<file path="src/rtl/ro_measure_ctrl.sv">
// Ring-oscillator frequency measurement sequencer: clears the shared counter, gates
// one oscillator for a programmable window, lets the count settle, then captures it.
module ro_measure_ctrl #(
    parameter int CNT_W  = 8,
    parameter int WIN_W  = 16,
    parameter int NUM_RO = 4,
    parameter int SEL_W  = 2,
    parameter int SETTLE = 3
) (
    input  logic              clk,
    input  logic              rst_n,
    input  logic              start,
    input  logic              abort,
    input  logic              scan,
    input  logic [SEL_W-1:0]  ro_sel_in,
    input  logic [WIN_W-1:0]  win_len,
    input  logic [CNT_W-1:0]  cnt_in,
    output logic              cnt_clr_n,
    output logic [NUM_RO-1:0] ro_en,
    output logic              busy,
    output logic [CNT_W-1:0]  result,
    output logic [SEL_W-1:0]  result_sel,
    output logic              result_valid,
    output logic              done,
    output logic [2:0]        dbg_state
);

    typedef enum logic [2:0] {
        S_IDLE    = 3'd0,
        S_CLEAR   = 3'd1,
        S_GATE    = 3'd2,
        S_SETTLE  = 3'd3,
        S_CAPTURE = 3'd4
    } state_e;

    // Phase counter holds "cycles remaining minus one" in the current timed state.
    localparam logic [WIN_W-1:0]  CLEAR_LAST  = WIN_W'(1);
    localparam logic [WIN_W-1:0]  SETTLE_LAST = WIN_W'(SETTLE - 1);
    localparam logic [WIN_W-1:0]  WIN_ONE     = WIN_W'(1);
    localparam logic [SEL_W-1:0]  LAST_IDX    = SEL_W'(NUM_RO - 1);
    localparam logic [SEL_W-1:0]  IDX_ONE     = SEL_W'(1);
    localparam logic [NUM_RO-1:0] EN_ONE      = NUM_RO'(1);

    state_e             state_q, state_d;
    logic [WIN_W-1:0]   win_q, win_d;
    logic               scan_q, scan_d;
    logic [SEL_W-1:0]   idx_q, idx_d;
    logic [WIN_W-1:0]   phase_q, phase_d;
    logic               cnt_clr_n_q, cnt_clr_n_d;
    logic [NUM_RO-1:0]  ro_en_q, ro_en_d;
    logic               busy_q, busy_d;
    logic [CNT_W-1:0]   result_q, result_d;
    logic [SEL_W-1:0]   result_sel_q, result_sel_d;
    logic               result_valid_q, result_valid_d;
    logic               done_q, done_d;

    always_comb begin
        state_d        = state_q;
        win_d          = win_q;
        scan_d         = scan_q;
        idx_d          = idx_q;
        phase_d        = phase_q;
        result_d       = result_q;
        result_sel_d   = result_sel_q;
        result_valid_d = 1'b0;
        done_d         = 1'b0;

        if (abort) begin
            state_d = S_IDLE;
            phase_d = '0;
        end else begin
            case (state_q)
                S_IDLE: begin
                    if (start) begin
                        win_d   = (win_len == '0) ? WIN_ONE : win_len;
                        scan_d  = scan;
                        idx_d   = scan ? '0 : ro_sel_in;
                        phase_d = CLEAR_LAST;
                        state_d = S_CLEAR;
                    end
                end
                S_CLEAR: begin
                    if (phase_q == '0) begin
                        phase_d = win_q - WIN_ONE;
                        state_d = S_GATE;
                    end else begin
                        phase_d = phase_q - WIN_ONE;
                    end
                end
                S_GATE: begin
                    if (phase_q == '0) begin
                        phase_d = SETTLE_LAST;
                        state_d = S_SETTLE;
                    end else begin
                        phase_d = phase_q - WIN_ONE;
                    end
                end
                S_SETTLE: begin
                    if (phase_q == '0) begin
                        state_d = S_CAPTURE;
                    end else begin
                        phase_d = phase_q - WIN_ONE;
                    end
                end
                S_CAPTURE: begin
                    result_d       = cnt_in;
                    result_sel_d   = idx_q;
                    result_valid_d = 1'b1;
                    if (scan_q && (idx_q < LAST_IDX)) begin
                        idx_d   = idx_q + IDX_ONE;
                        phase_d = CLEAR_LAST;
                        state_d = S_CLEAR;
                    end else begin
                        done_d  = 1'b1;
                        state_d = S_IDLE;
                    end
                end
                default: begin
                    state_d = S_IDLE;
                end
            endcase
        end

        // Outputs are decoded from the next state so they register in step with it.
        cnt_clr_n_d = (state_d != S_CLEAR);
        busy_d      = (state_d != S_IDLE);
        ro_en_d     = (state_d == S_GATE) ? (EN_ONE << idx_d) : '0;
    end

    always_ff @(posedge clk) begin
        if (!rst_n) begin
            state_q        <= S_IDLE;
            win_q          <= '0;
            scan_q         <= 1'b0;
            idx_q          <= '0;
            phase_q        <= '0;
            cnt_clr_n_q    <= 1'b0;
            ro_en_q        <= '0;
            busy_q         <= 1'b0;
            result_q       <= '0;
            result_sel_q   <= '0;
            result_valid_q <= 1'b0;
            done_q         <= 1'b0;
        end else begin
            state_q        <= state_d;
            win_q          <= win_d;
            scan_q         <= scan_d;
            idx_q          <= idx_d;
            phase_q        <= phase_d;
            cnt_clr_n_q    <= cnt_clr_n_d;
            ro_en_q        <= ro_en_d;
            busy_q         <= busy_d;
            result_q       <= result_d;
            result_sel_q   <= result_sel_d;
            result_valid_q <= result_valid_d;
            done_q         <= done_d;
        end
    end

    assign cnt_clr_n    = cnt_clr_n_q;
    assign ro_en        = ro_en_q;
    assign busy         = busy_q;
    assign result       = result_q;
    assign result_sel   = result_sel_q;
    assign result_valid = result_valid_q;
    assign done         = done_q;
    assign dbg_state    = state_q;

endmodule
</file>
<file path="config.mk">
export PLATFORM = sky130hd
export DESIGN_NAME = ro_measure_ctrl
export DESIGN_NICKNAME = d
export VERILOG_FILES = /design/src/rtl/ro_measure_ctrl.sv
export SDC_FILE = /design/constraint.sdc
export NUM_CORES = 1
export LEC_CHECK = 0
export CORE_MARGIN = 2
export CORE_UTILIZATION = 43
export CTS_CLUSTER_DIAMETER = 80
export DETAILED_ROUTE_END_ITERATION = 10
export PLACE_DENSITY = 0.77
export SETUP_SLACK_MARGIN = 0.1
export SLEW_MARGIN = 20
export SYNTH_ARGS = -nofsm -noshare
export SYNTH_HDL_FRONTEND = slang
export SYNTH_SLANG_ARGS = --single-unit
</file>
<file path="constraint.sdc">
create_clock -name clk -period 2.3 [get_ports clk]
set_input_delay 0.46 -clock clk [delete_from_list [all_inputs] [get_ports clk]]
set_output_delay 0.46 -clock clk [all_outputs]
set_load 0.02 [all_outputs]
</file>
==> reports/metrics.csv, run 1 <==
metric,value,unit
drtAntennaViolNets,0,
setup-tns-final,0,ps
dieHeight,87.24,um
cts_tree,done,
synth_cell_type_count,47,
p_sw_frac,0.3120,
endpoint_kind,register,
crit_arrival,2440,ps
synth_nets,423,
drc,0,
die-area,7610,um2
p_comb_frac,0.252,
grt.overflow.total,0,
clk-insertion-delay-late,310,ps
fin_util,0.5824,
cts-htree-levels,2,
finalCritPeriodShare,0.9552,
hpwl,6.180,mm
via_per_inst,5.813,
p_int,1.473,mW
synth_edf_count,0,
crit_type,register to register,
gp_congestion,0.9668,
cts_buffers,5,
maxCapViolCount,0,
power.density,544.1,nW/um2
wl_per_cell,15.39,um
p_leak,1.476,nW
finalCriticalPeriod,2197,ps
seqPwrFrac,0.478,
path_clk_slew,110,ps
yosysSeqAreaShare,0.3763,
rsz0062_at_grt,true,
drtPass1Iterations,5,
tightest_slew,597.7,ps
p_switching,0.6680,mW
slew-limit-headroom,0.6001,
design_area,3935,um2
avgSynthCellArea,7.658,um2
setup_ws,103.1,ps
rrSetupSlack,100,ps
hold_path_class,register to register,
power_frac_clock,0.270,
finalHoldViolCount,0,
grt_use_total,0.2227,
clockBufferDepth,2,
syn_inst,389,
cp_max_fo,4,
status,"complete, no violations",
final_layout_size_suffix_gt1_frac,0.1438,
syn-cell-area,2979,um2
die_x,87.24,um
start_util,0.4409,
start_kind,register,
rows,30,
pre_cts_ws,32.77,ps
fin_nets,492,
numPortBuffers,51,
stdcell_count,539,
ir_drop,0.0003917,V
final-max-slew-violation-count,0,
finalSetupViolations,0,
diodes,0,
synthToLayoutAreaGrowth,32.09,%
cts-root-buf,clkbuf_8,
grt_max_degree,32,
ios,52,
clock.fmax,0.4552,GHz
place_area,3706,um2
grt_pass1_vias,2825,
ys.flop_type,dfxtp_1,
grt_pass1_wl,13.42,mm
synthArstFlopShare,0,
drt_iter0_drc,339,
vias,3133,
antenna_found_initial,0,
ys_seq_elements,56,
cts.sinks,56,
yosys_warnings,0,
dp.cells,525,
core_area,6756,um2
fin_skew,7.071,ps
critical_path_required,2550,ps
routed_wl,8.297,mm
## flip-flops by register name, indices dropped and copies added (netlist names)
signal / flops
busy: 1
cnt_clr_n: 1
dbg_state: 3
done: 1
idx_q: 2
phase_q: 16
result: 8
result_sel: 2
result_valid: 1
ro_en: 4
scan_q: 1
win_q: 16
## what timing repair did
item,4_1_cts,5_1_grt
setup endpoints to repair,8,18
gates resized for setup,4,20
hold buffers,0,0
setup buffers,0,6
gates cloned,0,0
pin swaps,2,11
## critical path: stages (launching register included)
cell and delay [ps]:
dfxtp_2 350, inv_2 70, ha_4 140, or3b_4 410, nor4_4 310, nand3_1 140, a2111o_1 530, nor3_1 190
## cells in the final DEF, fill, tap and decap left out, drive strengths merged, types with 3 or more instances in the layout
master and n:
a21boi 27, a21oi 21, inv 8, nor4 13, a31oi 6, clkbuf 5
clkdlybuf4s50 51, a211oi 6, nand2 79, buf 32, o21ai 18, nor2b 4
ha 3, o31ai 3, dfxtp 56, nor3 24, nor2 23, xnor2 6
xor2 10, or4 6, o22ai 3, nand3 12, and2 4, or3 3
nor3b 4, and3 3
## synthesized netlist by cell type (4+ instances only)
cell type | count | area (um2)
nor3_1 | 24 | 120.1
o21ai_0 | 18 | 90.09
clkbuf_1 | 19 | 71.32
nor2_1 | 23 | 86.33
xnor2_1 | 6 | 52.55
dfxtp_1 | 56 | 1121
and2_1 | 4 | 25.02
or4_1 | 4 | 30.03
inv_1 | 7 | 26.28
a21boi_0 | 27 | 202.7
nor2b_1 | 4 | 25.02
nor3b_1 | 4 | 30.03
nand3_1 | 12 | 60.06
a21oi_1 | 21 | 105.1
a31oi_1 | 6 | 37.54
a211oi_1 | 6 | 45.04
nand2_1 | 79 | 296.5
xor2_1 | 10 | 87.58
nor4_1 | 12 | 75.07
## power by group through the flow
stage	logic, mW	registers (mW)	clock network, mW
finish	0.541	1.02	0.578
CTS	0.501	1.02	0.582
detailed placement	0.491	1.04	0
floorplan	0.300	1.04	0
global placement	0.485	1.04	0
global route	0.585	1.03	0.631
## through the flow
stage	hold WS (ps)	total power, mW
6_report	470.8	2.141
3_3_place_gp	448.2	1.525
3_5_place_dp	459.0	1.534
2_1_floorplan	438.9	1.340
5_1_grt	498.6	2.243
4_1_cts	475.0	2.103
## path summary, 6_finish.rpt
check | from | end | depth (start not counted)
worst max register to register | phase_q[0]$_SDFFE_PP0P_ | ro_en[2]$_SDFF_PN0_ | 7
worst min register to register | result[5]$_SDFFE_PN0P_ | result[5]$_SDFFE_PN0P_ | 2
worst min-delay path | result[5]$_SDFFE_PN0P_ | result[5]$_SDFFE_PN0P_ | 2
worst max-delay path | phase_q[0]$_SDFFE_PP0P_ | ro_en[2]$_SDFF_PN0_ | 7
## metal layers
layer | track usage | vias up | share of wire
met2 | 0.3414 | 145 | 0.46
met4 | 0.07692 | 0 | 0.022
met5 | 0 | - | 0
met1 | 0.3055 | 1436 | 0.43
li1 | - | 1527 | -
met3 | 0.05498 | 25 | 0.081
## area by class of cell
cell class / count / area, um2
Clock buffer: 5 / 68.82
Inverter: 7 / 26.28
Sequential cell: 56 / 1129
Timing Repair Buffer: 83 / 754.5
Fill cell: 617 / 2821
Clock inverter: 3 / 27.53
Tap cell: 80 / 100.1
Multi-Input combinational cell: 305 / 1829
## logic make-up after synthesis
group	share of synthesized area
flops	0.3763
mux	0.003360
compound gates	0.2234
buf+inv	0.03612
xor+xnor	0.04704
simple gates	0.3011
fa+ha+maj	0.01260
(Power assumes the default switching activity.)
==> run 2: changes to the inputs <==
--- a/config.mk
+++ b/config.mk
@@ -11,7 +11,6 @@
 export DETAILED_ROUTE_END_ITERATION = 10
 export PLACE_DENSITY = 0.77
 export SETUP_SLACK_MARGIN = 0.1
-export SLEW_MARGIN = 20
 export SYNTH_ARGS = -nofsm -noshare
 export SYNTH_HDL_FRONTEND = slang
 export SYNTH_SLANG_ARGS = --single-unit
==> results of run 2 <==
Same layout as run 1: the final DEF is identical, and so are final timing and power.
